[src/rtl/file_proto_pkg.sv]
// Shared definitions for the byte-serial file transfer protocol: command
// bytes, responder state encoding and the file-length table used by both
// ends of the link.
package file_proto_pkg;

    // Command bytes ('R' and 'W')
    localparam logic [7:0] CMD_READ  = 8'd82;
    localparam logic [7:0] CMD_WRITE = 8'd87;

    // Responder states
    typedef enum logic [3:0] {
        ST_IDLE       = 4'd0,
        ST_GET_HI     = 4'd1,
        ST_GET_LO     = 4'd2,
        ST_LOOKUP     = 4'd3,
        ST_READ_FETCH = 4'd4,
        ST_READ_LATCH = 4'd5,
        ST_READ_SEND  = 4'd6,
        ST_READ_GUARD = 4'd7,
        ST_READ_WAIT  = 4'd8,
        ST_WRITE_RECV = 4'd9,
        ST_DONE       = 4'd10
    } state_t;

    // Transfer direction latched from the command byte
    typedef enum logic {
        DIR_READ  = 1'b0,
        DIR_WRITE = 1'b1
    } dir_t;

    // File length by index. Indices outside every range have no file and
    // report length 0, which the responder treats as a bad index.
    function automatic logic [31:0] file_len_lookup(input logic [31:0] idx);
        logic [31:0] len;
        len = 32'd0;
        if (idx == 32'd0) begin
            len = 32'd784;
        end else if (idx <= 32'd32) begin
            len = 32'd25;
        end else if (idx <= 32'd96) begin
            len = 32'd784;
        end else if (idx <= 32'd160) begin
            len = 32'd196;
        end else if (idx <= 32'd2208) begin
            len = 32'd25;
        end else if (idx <= 32'd2337) begin
            len = 32'd196;
        end else if (idx <= 32'd2401) begin
            len = 32'd49;
        end else if (idx <= 32'd2445) begin
            len = 32'd784;
        end else if (idx <= 32'd2447) begin
            len = 32'd10;
        end
        return len;
    endfunction

endpackage

[src/rtl/file_len_rom.sv]
// Combinational file index -> file length table. The same module is used on
// the initiator side so that both ends agree on every file's length.
module file_len_rom
    import file_proto_pkg::*;
#(
    parameter int IDX_W = 16,
    parameter int LEN_W = 16
) (
    input  logic [IDX_W-1:0] idx,
    output logic [LEN_W-1:0] len
);

    // Table lookup on the zero-extended index
    always_comb begin
        len = LEN_W'(file_len_lookup(32'(idx)));
    end

endmodule

[src/rtl/file_responder.sv]
// Far-end responder for the byte-serial file transfer protocol. Decodes a
// 3-byte command ('R'/'W' + 16-bit file index, high byte first), then either
// streams the file out of the byte-wide store through the UART or writes the
// incoming payload bytes into the store.
module file_responder
    import file_proto_pkg::*;
#(
    parameter int TIMEOUT_CYCLES = 1_000_000,
    parameter int IDX_W          = 16,
    parameter int LEN_W          = 16
) (
    input  logic             clk,
    input  logic             reset,
    input  logic [7:0]       rx_data,
    input  logic             rx_rdy,
    output logic [7:0]       tx_data,
    output logic             tx_en,
    input  logic             tx_busy,
    output logic [IDX_W-1:0] st_file,
    output logic [LEN_W-1:0] st_offset,
    output logic             st_re,
    input  logic [7:0]       st_rdata,
    output logic             st_we,
    output logic [7:0]       st_wdata,
    output logic             busy,
    output logic             xfer_done,
    output logic             cmd_err
);

    localparam int GAP_W = $clog2(TIMEOUT_CYCLES + 1);

    // Control state
    state_t           state_reg;
    dir_t             dir_reg;
    logic [7:0]       idx_hi_reg;
    logic [IDX_W-1:0] idx_reg;
    logic [LEN_W-1:0] len_reg;
    logic [LEN_W-1:0] cnt_reg;
    logic [GAP_W-1:0] gap_reg;

    // Registered outputs
    logic [7:0]       tx_data_reg;
    logic             tx_en_reg;
    logic [IDX_W-1:0] st_file_reg;
    logic [LEN_W-1:0] st_offset_reg;
    logic             st_re_reg;
    logic             st_we_reg;
    logic [7:0]       st_wdata_reg;
    logic             xfer_done_reg;
    logic             cmd_err_reg;

    // Derived values
    logic [LEN_W-1:0] rom_len;
    logic [LEN_W:0]   cnt_inc;
    logic             last_byte;
    logic             gap_expired;

    file_len_rom #(
        .IDX_W (IDX_W),
        .LEN_W (LEN_W)
    ) u_len_rom (
        .idx (idx_reg),
        .len (rom_len)
    );

    // Offset increment and end-of-file test, one bit wider than the counter
    // so the compare against len can never be fooled by a wrap.
    always_comb begin
        cnt_inc     = {1'b0, cnt_reg} + (LEN_W + 1)'(1);
        last_byte   = (cnt_inc == {1'b0, len_reg});
        gap_expired = (gap_reg == GAP_W'(TIMEOUT_CYCLES - 1));
    end

    // Protocol FSM: every output is a register updated on the state transition
    // so strobes are high during the state they belong to.
    always_ff @(posedge clk) begin
        if (reset) begin
            state_reg     <= ST_IDLE;
            dir_reg       <= DIR_READ;
            idx_hi_reg    <= 8'd0;
            idx_reg       <= '0;
            len_reg       <= '0;
            cnt_reg       <= '0;
            gap_reg       <= '0;
            tx_data_reg   <= 8'd0;
            tx_en_reg     <= 1'b0;
            st_file_reg   <= '0;
            st_offset_reg <= '0;
            st_re_reg     <= 1'b0;
            st_we_reg     <= 1'b0;
            st_wdata_reg  <= 8'd0;
            xfer_done_reg <= 1'b0;
            cmd_err_reg   <= 1'b0;
        end else begin
            // Strobes default low; each is a single-cycle pulse
            tx_en_reg     <= 1'b0;
            st_re_reg     <= 1'b0;
            st_we_reg     <= 1'b0;
            xfer_done_reg <= 1'b0;
            cmd_err_reg   <= 1'b0;

            case (state_reg)
                ST_IDLE: begin
                    // Anything but a command byte is dropped silently
                    if (rx_rdy) begin
                        if (rx_data == CMD_READ) begin
                            dir_reg   <= DIR_READ;
                            gap_reg   <= '0;
                            state_reg <= ST_GET_HI;
                        end else if (rx_data == CMD_WRITE) begin
                            dir_reg   <= DIR_WRITE;
                            gap_reg   <= '0;
                            state_reg <= ST_GET_HI;
                        end
                    end
                end

                ST_GET_HI: begin
                    if (rx_rdy) begin
                        idx_hi_reg <= rx_data;
                        gap_reg    <= '0;
                        state_reg  <= ST_GET_LO;
                    end else if (gap_expired) begin
                        cmd_err_reg <= 1'b1;
                        state_reg   <= ST_IDLE;
                    end else begin
                        gap_reg <= gap_reg + GAP_W'(1);
                    end
                end

                ST_GET_LO: begin
                    if (rx_rdy) begin
                        idx_reg   <= IDX_W'({idx_hi_reg, rx_data});
                        gap_reg   <= '0;
                        state_reg <= ST_LOOKUP;
                    end else if (gap_expired) begin
                        cmd_err_reg <= 1'b1;
                        state_reg   <= ST_IDLE;
                    end else begin
                        gap_reg <= gap_reg + GAP_W'(1);
                    end
                end

                ST_LOOKUP: begin
                    // st_file follows the index even when it turns out empty
                    st_file_reg <= idx_reg;
                    len_reg     <= rom_len;
                    cnt_reg     <= '0;
                    if (rom_len == '0) begin
                        cmd_err_reg <= 1'b1;
                        state_reg   <= ST_IDLE;
                    end else if (dir_reg == DIR_READ) begin
                        st_re_reg     <= 1'b1;
                        st_offset_reg <= '0;
                        state_reg     <= ST_READ_FETCH;
                    end else begin
                        gap_reg   <= '0;
                        state_reg <= ST_WRITE_RECV;
                    end
                end

                ST_READ_FETCH: begin
                    // st_re is high this cycle; data arrives next cycle
                    state_reg <= ST_READ_LATCH;
                end

                ST_READ_LATCH: begin
                    tx_data_reg <= st_rdata;
                    state_reg   <= ST_READ_SEND;
                end

                ST_READ_SEND: begin
                    if (!tx_busy) begin
                        tx_en_reg <= 1'b1;
                        state_reg <= ST_READ_GUARD;
                    end
                end

                ST_READ_GUARD: begin
                    // tx_en is high here; tx_busy has not risen yet, so skip it
                    state_reg <= ST_READ_WAIT;
                end

                ST_READ_WAIT: begin
                    if (!tx_busy) begin
                        cnt_reg <= cnt_inc[LEN_W-1:0];
                        if (last_byte) begin
                            state_reg <= ST_DONE;
                        end else begin
                            st_re_reg     <= 1'b1;
                            st_offset_reg <= cnt_inc[LEN_W-1:0];
                            state_reg     <= ST_READ_FETCH;
                        end
                    end
                end

                ST_WRITE_RECV: begin
                    if (rx_rdy) begin
                        st_we_reg     <= 1'b1;
                        st_wdata_reg  <= rx_data;
                        st_offset_reg <= cnt_reg;
                        cnt_reg       <= cnt_inc[LEN_W-1:0];
                        gap_reg       <= '0;
                        if (last_byte) begin
                            state_reg <= ST_DONE;
                        end
                    end else if (gap_expired) begin
                        cmd_err_reg <= 1'b1;
                        state_reg   <= ST_IDLE;
                    end else begin
                        gap_reg <= gap_reg + GAP_W'(1);
                    end
                end

                ST_DONE: begin
                    xfer_done_reg <= 1'b1;
                    state_reg     <= ST_IDLE;
                end

                default: begin
                    state_reg <= ST_IDLE;
                end
            endcase
        end
    end

    // Output wiring
    assign tx_data   = tx_data_reg;
    assign tx_en     = tx_en_reg;
    assign st_file   = st_file_reg;
    assign st_offset = st_offset_reg;
    assign st_re     = st_re_reg;
    assign st_we     = st_we_reg;
    assign st_wdata  = st_wdata_reg;
    assign xfer_done = xfer_done_reg;
    assign cmd_err   = cmd_err_reg;
    assign busy      = (state_reg != ST_IDLE);

endmodule

[config.mk]
export PLATFORM = sky130hd
export DESIGN_NAME = file_responder
export DESIGN_NICKNAME = d
export VERILOG_FILES = /design/src/rtl/file_proto_pkg.sv /design/src/rtl/file_len_rom.sv /design/src/rtl/file_responder.sv
export SDC_FILE = /design/constraint.sdc
export NUM_CORES = 1
export LEC_CHECK = 0
export ABC_AREA = 1
export CAP_MARGIN = 30
export CORE_UTILIZATION = 35
export CTS_BUF_LIST = sky130_fd_sc_hd__clkbuf_4 sky130_fd_sc_hd__clkbuf_8
export CTS_CLUSTER_DIAMETER = 40
export DETAILED_ROUTE_END_ITERATION = 10
export GPL_TIMING_DRIVEN = 1
export SKIP_LAST_GASP = 1
export SLEW_MARGIN = 20
export SYNTH_ARGS = -nofsm -noshare
export SYNTH_HDL_FRONTEND = slang
export SYNTH_HIERARCHICAL = 1
export SYNTH_SLANG_ARGS = --single-unit
[constraint.sdc]
create_clock -name clk -period 3.4 [get_ports clk]
set_input_delay 0.68 -clock clk [delete_from_list [all_inputs] [get_ports clk]]
set_output_delay 0.68 -clock clk [all_outputs]
set_load 0.02 [all_outputs]
### Word level (Yosys, flattened, before mapping)

Index checks and enable logic that the tools add are counted.
W data, S select, Z words.

| word-level totals | value |
|---|---|
| output and inout bits | 54 |
| register bits | 134 |

| operators by class | value |
|---|---|
| bitwise gates (word level) | 2 |
| multiplexer cells | 54 |
| $lt $le $gt $ge | 8 |
| equal/unequal tests | 25 |
| add/subtract/negate cells | 2 |
| reductions and logical operators | 18 |

Operator list:

| kind | count |
|---|---|
| $mux W16 | 15 |
| $mux W20 | 7 |
| $pmux W16 S3 | 2 |
| $le A16 B12 Y1 const B | 5 |
| $pmux W20 S3 | 1 |
| $mux W4 | 14 |
| $pmux W4 S10 | 1 |
| $logic_not A16 Y1 | 2 |
| $add A20 B1 Y20 const B | 1 |
| $eq A20 B20 Y1 const B | 1 |
| $add A16 B1 Y17 const B | 1 |
| $eq A17 B16 Y1 | 1 |
| $eq A4 B3 Y1 const B | 4 |
| $eq A8 B7 Y1 const B | 2 |
| $le A16 B6 Y1 const B | 1 |
| $le A16 B7 Y1 const B | 1 |
| $le A16 B8 Y1 const B | 1 |
| $ne A2 B2 Y1 const B | 8 |
| $eq A4 B4 Y1 const B | 3 |
| $mux W1 | 12 |
| $reduce_and A6 Y1 | 2 |
| $ne A3 B3 Y1 const B | 3 |
| $eq A4 B2 Y1 const B | 2 |
| $reduce_and A2 Y1 | 3 |
| other kinds (11) | 16 |

### Longest topological paths before layout

Gate-level depths: netlist of run 1.

| logic depth | value |
|---|---|
| depth in word-level cells | 13 |
| depth in mapped cells | 22 |
| mapped depth without buffers | 22 |

### By module

The synthesis of run 1 kept the hierarchy.

Modules (own cells, without submodules):

| module | area each (um^2) | cells each | instances |
|---|---|---|---|
| file_responder | 6,381.1 | 917 | 1 |
| file_len_rom | 591.8 | 124 | 1 |

### Worst setup path before layout of run 1

OpenSTA, ideal clock, no wires.

| path | value |
|---|---|
| path type | flip-flop to flip-flop |
| from | reg idx_reg[10] |
| to | reg gap_reg[8] |
| setup slack | 0.891 ns |
| data required time | 3.330 ns |
| arrival time | 2.440 ns |
| library setup time | 0.070 ns |
| stages on the path, launching flop included | 19 |
| cell sequence | dfxtp_1 nor2_4 nand3_2 nor2_4 nand2_2 a21oi_2 nor2_1 nor2_1 nor2_1 buf_4 nor4_1 nand4_1 nor2_1 nor2_2 nand2_2 nand2_1 o21ai_2 nand2_1 a21oi_1 |

| between the ends | value |
|---|---|
| elaborated cells on any way between the ends | 21 |
| classes of those cells | 8 x order compare; 1 x eq/ne; 9 x mux; 3 x reduce/logical |

RTL lines:

| item | line | source |
|---|---|---|
| start: declaration | file_responder.sv:36 | `logic [IDX_W-1:0] idx_reg;` |
| start signal: assignment | file_responder.sv:133 | `idx_reg <= IDX_W'({idx_hi_reg, rx_data});` |
| $le A16 B12 Y1 | file_proto_pkg.sv:50 | `end else if (idx <= 32'd2445) begin` |
| $mux W16 | file_proto_pkg.sv:50 |  |
| $mux W16 | file_proto_pkg.sv:48 | `end else if (idx <= 32'd2401) begin` |
| $mux W16 | file_proto_pkg.sv:46 | `end else if (idx <= 32'd2337) begin` |
| $mux W16 | file_proto_pkg.sv:44 | `end else if (idx <= 32'd2208) begin` |
| $mux W16 | file_proto_pkg.sv:42 | `end else if (idx <= 32'd160) begin` |
| $mux W16 | file_proto_pkg.sv:40 | `end else if (idx <= 32'd96) begin` |
| $mux W16 | file_proto_pkg.sv:38 | `end else if (idx <= 32'd32) begin` |
| $mux W16 * | file_proto_pkg.sv:36 | `if (idx == 32'd0) begin` |
| via rom_len[2] | file_responder.sv:53 | `logic [LEN_W-1:0] rom_len;` |
| $logic_not A16 Y1 * | file_responder.sv:149 | `if (rom_len == '0) begin` |
| $ne A2 B2 Y1 (no line) * | - |  |
| $reduce_and A6 Y1 (no line) * | - |  |
| end signal: assignment | file_responder.sv:127 | `gap_reg <= gap_reg + GAP_W'(1);` |
| end signal: assignment | file_responder.sv:140 | `gap_reg <= gap_reg + GAP_W'(1);` |
| end signal: assignment | file_responder.sv:211 | `gap_reg <= gap_reg + GAP_W'(1);` |
| end: declaration | file_responder.sv:39 | `logic [GAP_W-1:0] gap_reg;` |

The timed path passes the listed nets; every way through them passes the cells marked *.
A chain may end at the register's enable or synchronous reset.

### Worst setup path after layout of run 1

| path | value |
|---|---|
| from | reg idx_reg[0] |
| to | reg gap_reg[8] |

Same word-level chain as after synthesis.

==> flow_summary.yaml, run 1 <==
worst_setup_path:
  crit_arrival_ns: 3.41
  crit_required_ns: 3.80
  startpoint_type: "flip-flop"
  path_max_fanout: 9
  critPathKind: "reg -> reg"
  crit_path_end_kind: "flip-flop"
yosys:
  synth_xor_area_share_pct: 1.453
  synthCells: 1041
  synth-edff-count: 0
  async_flop_share_pct: 0
  yosys_warnings: 6
  synth_cell_type_count: 49
  synth.avg_cell_area_sq_um: 6.698
  synthAdderAreaFrac_pct: 0.3589
  synth_compound_area_share_pct: 15.88
  ys_seq_area_share_pct: 38.47
  synthesis.area_sq_um: 6973
  synth_top_family_by_area: "simple AND/OR/NAND/NOR gates"
  synth_mux_area_share_pct: 0
  synth-simple-area-share_pct: 34.90
  synth_ff_type: "dfxtp_1"
  yosys_register_bits: 134
layout:
  layout-drive-gt1-share_pct: 10.28
  syn2layout_area_growth_pct: 20.01
  nets: 1128
  fin_util_pct: 42.86
  largest_reg_flops: 20
  diodes: 0
placement:
  hpwl_microns: 13760
  place_congestion: 0.8916
  port_buffers: 73
pwr:
  p_per_area_nw_per_um2: 369.9
  cellLeakagePower_nw: 3.135
  ir_drop_mv: 0.2110
  total_power_mw: 3.095
timing:
  setup_viol: 0
  slew_headroom_pct: 51.86
  worst_slew_pin_slew_ns: 0.7204
  clock-skew-final_ns: 0.02177
  final_max_slew_viol_count: 0
  holdWs_ns: 0.4684
  finalCriticalPeriod_ns: 3.009
  period_share_pct: 88.49
  tns_ns: 0
  max_freq_mhz: 332.4
  hold_violations: 0
  rsz0062_at_grt: "no"
detailed_routing:
  wl_met1_microns: 9105
  wl_per_cell_microns: 13.69
  vias_per_cell: 4.935
  final_antenna_net_count: 0
  wl_met2_microns: 8774
  routed_wl_microns: 18940
  routed.top_layer: "met4"
  dr_total_vias: 6830
  drc: 0
  drt_pass1_iterations: 5
  met3_length_microns: 707
  drtIter0Drc: 441
clock_tree:
  clockBufferDepth: 2
  root_buffer: "clkbuf_8"
  tritoncts: "yes"
  cts_buffers: 17
  worst_skew_pair.late_latency_ns: 0.47
  h-tree-depth: 4
  cts_hold_buf: 0
  clkTransAtPathRegs_ns: 0.11
  clock_sinks: 134
floorplanning:
  io_pins: 74
  fp.dieH_microns: 143.1
  start_util_pct: 35.71
  core.rowCount: 51
  core_region_area_sq_um: 19530
  die_area_sq_um: 20490
  die_w_microns: 143.1
status:
  status: "complete, no violations"
grt:
  grt_use_total_pct: 19.37
  grt_max_degree: 49
  grt_pass1_vias: 6278
  grt_pass1_wl_microns: 31080
  gr-total-overflow: 0
  antenna_found_initial: 0
min_path:
  hp-class: "reg -> reg"
run:
  timing.max_cap.violations: 0
## cells in the mapped netlist (all sizes together) (3+ instances only)
cell      n  area share (%)
nand2   209              12
nor2    197              12
dfxtp   134              38
inv     103             5.6
o21ai    95             6.9
a21oi    88             6.5
nand3    68             5.0
clkbuf   30             1.6
nand4    21             2.1
nor3     19             1.4
buf      15             1.6
nor4     12             1.1
o22ai     8            0.72
nand3b    7            0.75
xor2      7            0.88
o21bai    3            0.32
or2       3            0.27
## what timing repair did
item                                    4_1_cts  5_1_grt
endpoints found under the hold margin         0        0
resized for setup                             0        2
endpoints found under the setup margin        0        8
buffers inserted                              0        1
## layout by cell type, fill, tap and decap left out, types with 5 or more instances in the layout
| cell | count |
|---|---|
| nand2_1 | 196 |
| inv_1 | 87 |
| clkdlybuf4s50_1 | 72 |
| a21oi_1 | 84 |
| dfxtp_1 | 134 |
| inv_2 | 15 |
| buf_4 | 13 |
| xor2_1 | 7 |
| nand3b_1 | 7 |
| clkinv_8 | 5 |
| nor2_4 | 10 |
| conb_1 | 6 |
| nand4_1 | 20 |
| nor2_1 | 169 |
| o21ai_1 | 16 |
| o21ai_0 | 78 |
| clkbuf_8 | 17 |
| inv_8 | 5 |
| nand3_1 | 66 |
| nor2_2 | 18 |
| nor3_1 | 18 |
| nor4_1 | 12 |
| nand2_2 | 12 |
| o22ai_1 | 8 |
## critical path, stage by stage (launching register included)
cell and delay, ns:
dfxtp_1 0.37, nor2_1 0.13, nand2_1 0.14, nor2_1 0.23, nand2_1 0.09, o21ai_1 0.23
nor2_1 0.16, nor4_1 0.31, nand4_1 0.24, nor2_4 0.18, nor2_2 0.07, nand2_2 0.17
nand2_1 0.13, o21ai_2 0.21, nand2_1 0.13, a21oi_1 0.14
## per-stage QoR
step	instance area [sq um]	std cells	setup WS, ns
global route	8368	1384	0.05722
detailed placement	7916	1351	0.3172
finish	8368	1384	0.3914
CTS	8353	1383	0.2682
floorplan	6992	1046	0.8905
global placement	7916	1351	0.3148
## metal layers
| layer | GRT usage [%] | vias to the layer above |
|---|---|---|
| met2 | 31.68 | 126 |
| met3 | 3.555 | 24 |
| met1 | 25.37 | 3136 |
| li1 | - | 3544 |
| met5 | 0 | - |
| met4 | 6.848 | 0 |
## final timing paths
kind                               startpoint            end  slack, ns  depth (start not counted)
worst max-delay path               idx_reg[0]     gap_reg[8]       0.39                         15
worst min-delay path            idx_hi_reg[5]  idx_hi_reg[5]       0.47                          2
worst max register to register     idx_reg[0]     gap_reg[8]       0.39                         15
worst min register to register  idx_hi_reg[5]  idx_hi_reg[5]       0.47                          2
## logic make-up after synthesis
family,count (synthesis)
AOI/OAI and AO/OA,206
xor gates and xnor gates,10
adders and majority gates,2
buffers and inverters,150
DFF,134
other,1
and+or+nand+nor,538
## final cells by class
cell class	count	area, sq um
multi-input cells	762	3697
inverters	105	396.6
flip-flops and latches	134	2683
well taps	265	331.6
fillers	2071	11160
repair buffers	86	823.3
clock buffers	17	234.0
clock inverters	15	202.7
## report_power, final
group	total, mW	internal (mW)	switching (mW)
Combinational	0.0862	0.0324	0.0538
Sequential	1.57	1.57	0.000345
Clock	1.44	0.640	0.800
No activity file was read; power rests on OpenSTA's default activity.
==> run 2, diff against run 1 <==
--- a/config.mk
+++ b/config.mk
@@ -12,6 +12,7 @@
 export CTS_CLUSTER_DIAMETER = 40
 export DETAILED_ROUTE_END_ITERATION = 10
 export GPL_TIMING_DRIVEN = 1
+export SKIP_CTS_REPAIR_TIMING = 1
 export SKIP_LAST_GASP = 1
 export SLEW_MARGIN = 20
 export SYNTH_ARGS = -nofsm -noshare
==> constraint.sdc (replaced) <==
create_clock -name clk -period 3.05 [get_ports clk]
set_input_delay 0.61 -clock clk [delete_from_list [all_inputs] [get_ports clk]]
set_output_delay 0.61 -clock clk [all_outputs]
set_load 0.02 [all_outputs]
==> run 2 against run 1 <==
Compared with the run above:
- sequential share of layout area decreased by 0.46 points
- wire length rose by 1.6%
- combinational power grew 19%
- sequential power grew 11%
- count of clock-buffer cells in the layout did not move
- via count is 1.9% higher
- final cell count is 0.43% higher
- critical path type unchanged
- highest routed layer unchanged
==> flow_summary.yaml, run 2 (synthesized netlist as in run 1, its figures left out) <==
status:
  status: "complete, no violations"
detailed_routing:
  vias_per_cell: 5.008
  drc: 0
  final_antenna_net_count: 0
  routed_wl_microns: 19240
  drt_pass1_iterations: 5
  wl_per_cell_microns: 13.84
  drtIter0Drc: 491
  dr_total_vias: 6961
worst_setup_path:
  reg2reg_slack_ns: 0.25
  critPathSlowestCell: "dfxtp_1"
  critPathKind: "reg -> reg"
  worstPathCellList: "nor2_4 -> nand3_2 -> nor2_4 -> nand2_2 -> a21oi_4 -> nor2_1 -> nor2_1 -> nor2_2 -> nor4_2 -> nand4_1 -> nor2_4 -> nor2_2 -> nand2_4 -> nand2_2 -> o21ai_4 -> nand2_1 -> nor2_1"
  crit_family: "simple AND/OR/NAND/NOR gates"
  path_max_fanout: 9
  reg2reg_to: "gap_reg[6]"
  reg2reg_from: "idx_reg[10]"
  worstRegToRegCells: 17
  crit_path_end_kind: "flip-flop"
  max_stage_delay_ns: 0.36
  crit_arrival_ns: 3.18
  crit_required_ns: 3.43
  startpoint_type: "flip-flop"
  cp.buffers_inverters: 0
clock_tree:
  root_buffer: "clkbuf_8"
  h-tree-depth: 4
  clockBufferDepth: 2
  clock_sinks: 134
  clkTransAtPathRegs_ns: 0.08
  tritoncts: "yes"
  cts_buffers: 17
  worst_skew_pair.late_latency_ns: 0.46
layout:
  diodes: 0
  syn2layout_area_growth_pct: 22.03
  fin_util_pct: 43.58
  largest_reg_flops: 20
  final_common_cell: "nand2_1"
  nets: 1135
  layout-drive-gt1-share_pct: 12.00
  final_cell_mix: "195 x nand2_1, 165 x nor2_1, 129 x dfxtp_1"
pwr:
  ir_drop_mv: 0.2709
  combPwrFrac_pct: 2.9
  cellLeakagePower_nw: 3.180
  p_sw_mw: 0.8650
  swShare_pct: 24.27
  p_per_area_nw_per_um2: 418.9
  p_int_mw: 2.699
  total_power_mw: 3.564
  seqPwrFrac_pct: 49.0
  pwr-share-clk_pct: 48.1
placement:
  place_ws_ns: -0.005407
  place_congestion: 0.8661
  port_buffers: 73
  hpwl_microns: 13850
grt:
  grt_max_degree: 49
  grt_pass1_wl_microns: 31820
  grt_pass1_vias: 6433
  gr-total-overflow: 0
  antenna_found_initial: 0
  grt_use_total_pct: 19.71
timing:
  clock-skew-final_ns: 0.01230
  period_share_pct: 91.77
  holdWs_ns: 0.4718
  slew_headroom_pct: 58.42
  finalCriticalPeriod_ns: 2.799
  worst_slew_pin_slew_ns: 0.6237
  tns_ns: 0
  hold_violations: 0
  fin_ws_ns: 0.2512
  final_max_slew_viol_count: 0
  max_freq_mhz: 357.3
  setup_viol: 0
floorplanning:
  core.rowCount: 51
  die_area_sq_um: 20490
  start_util_pct: 35.71
  fp.dieH_microns: 143.1
  io_pins: 74
  die_w_microns: 143.1
  core_region_area_sq_um: 19530
run:
  timing.max_cap.violations: 0
min_path:
  hold_depth: 2
  hold_end: "gap_reg[19]"
  hp-class: "reg -> reg"
  min_from: "gap_reg[19]"
-- run 2: changes by cell type in the layout (fill, tap and decap cells not counted), sizes merged --
cell and delta:
inv -2, bufinv +3, clkinv -3, buf +6, clkinvlp +1, o21ai +1
-- run 2: cell type report --
type	count	area, sq um
Clock buffer	17	234.0
Multi-Input combinational cell	763	3779
Tap cell	265	331.6
Timing Repair Buffer	92	868.3
Sequential cell	134	2689
Inverter	105	396.6
Clock inverter	14	211.5
Fill cell	2081	11020
-- run 2: how the worst max path moves through the flow --
| stage | depth (start not counted) | startpoint | slack, ns | to |
|---|---|---|---|---|
| after floorplan | 18 | idx_reg[10] | 0.54 | gap_reg[8] |
| final | 17 | idx_reg[10] | 0.25 | gap_reg[6] |
| after global routing | 17 | idx_reg[10] | -0.02 | gap_reg[8] |
| after detailed placement | 15 | idx_reg[1] | -0.005 | gap_reg[6] |
| after global placement | 16 | idx_reg[11] | 0.02 | gap_reg[6] |
| after CTS | 15 | idx_reg[1] | -0.04 | gap_reg[8] |
-- run 2: worst min-delay path: cells and delay by family, from the launching register on --
family,cells,cell delay [ns]
AOI/OAI and AO/OA,1,0.05
DFF,1,0.32
and+or+nand+nor,1,0.06
-- run 2: metrics by stage --
stage	cell area, sq um	cells
2_1_floorplan	6992	1046
3_3_place_gp	7961	1357
3_5_place_dp	7961	1357
4_1_cts	8407	1388
5_1_grt	8509	1390
6_report	8509	1390
-- run 2: power groups by stage --
stage          combinational (mW)  clock (mW)  sequential [mW]
2_1_floorplan              0.0526           0             1.79
3_3_place_gp               0.0986           0             1.79
3_5_place_dp               0.0984           0             1.79
4_1_cts                    0.0986        1.74             1.75
5_1_grt                     0.113        1.83             1.75
6_report                    0.103        1.71             1.75
-- run 2: routing by layer --
layer | vias to the layer above | part of all wire (%) | GRT usage, %
li1 | 3560 | - | -
met2 | 153 | 48 | 32.48
met1 | 3227 | 47 | 26.07
met5 | - | 0 | 0
met4 | 0 | 1.3 | 5.376
met3 | 21 | 3.5 | 3.856
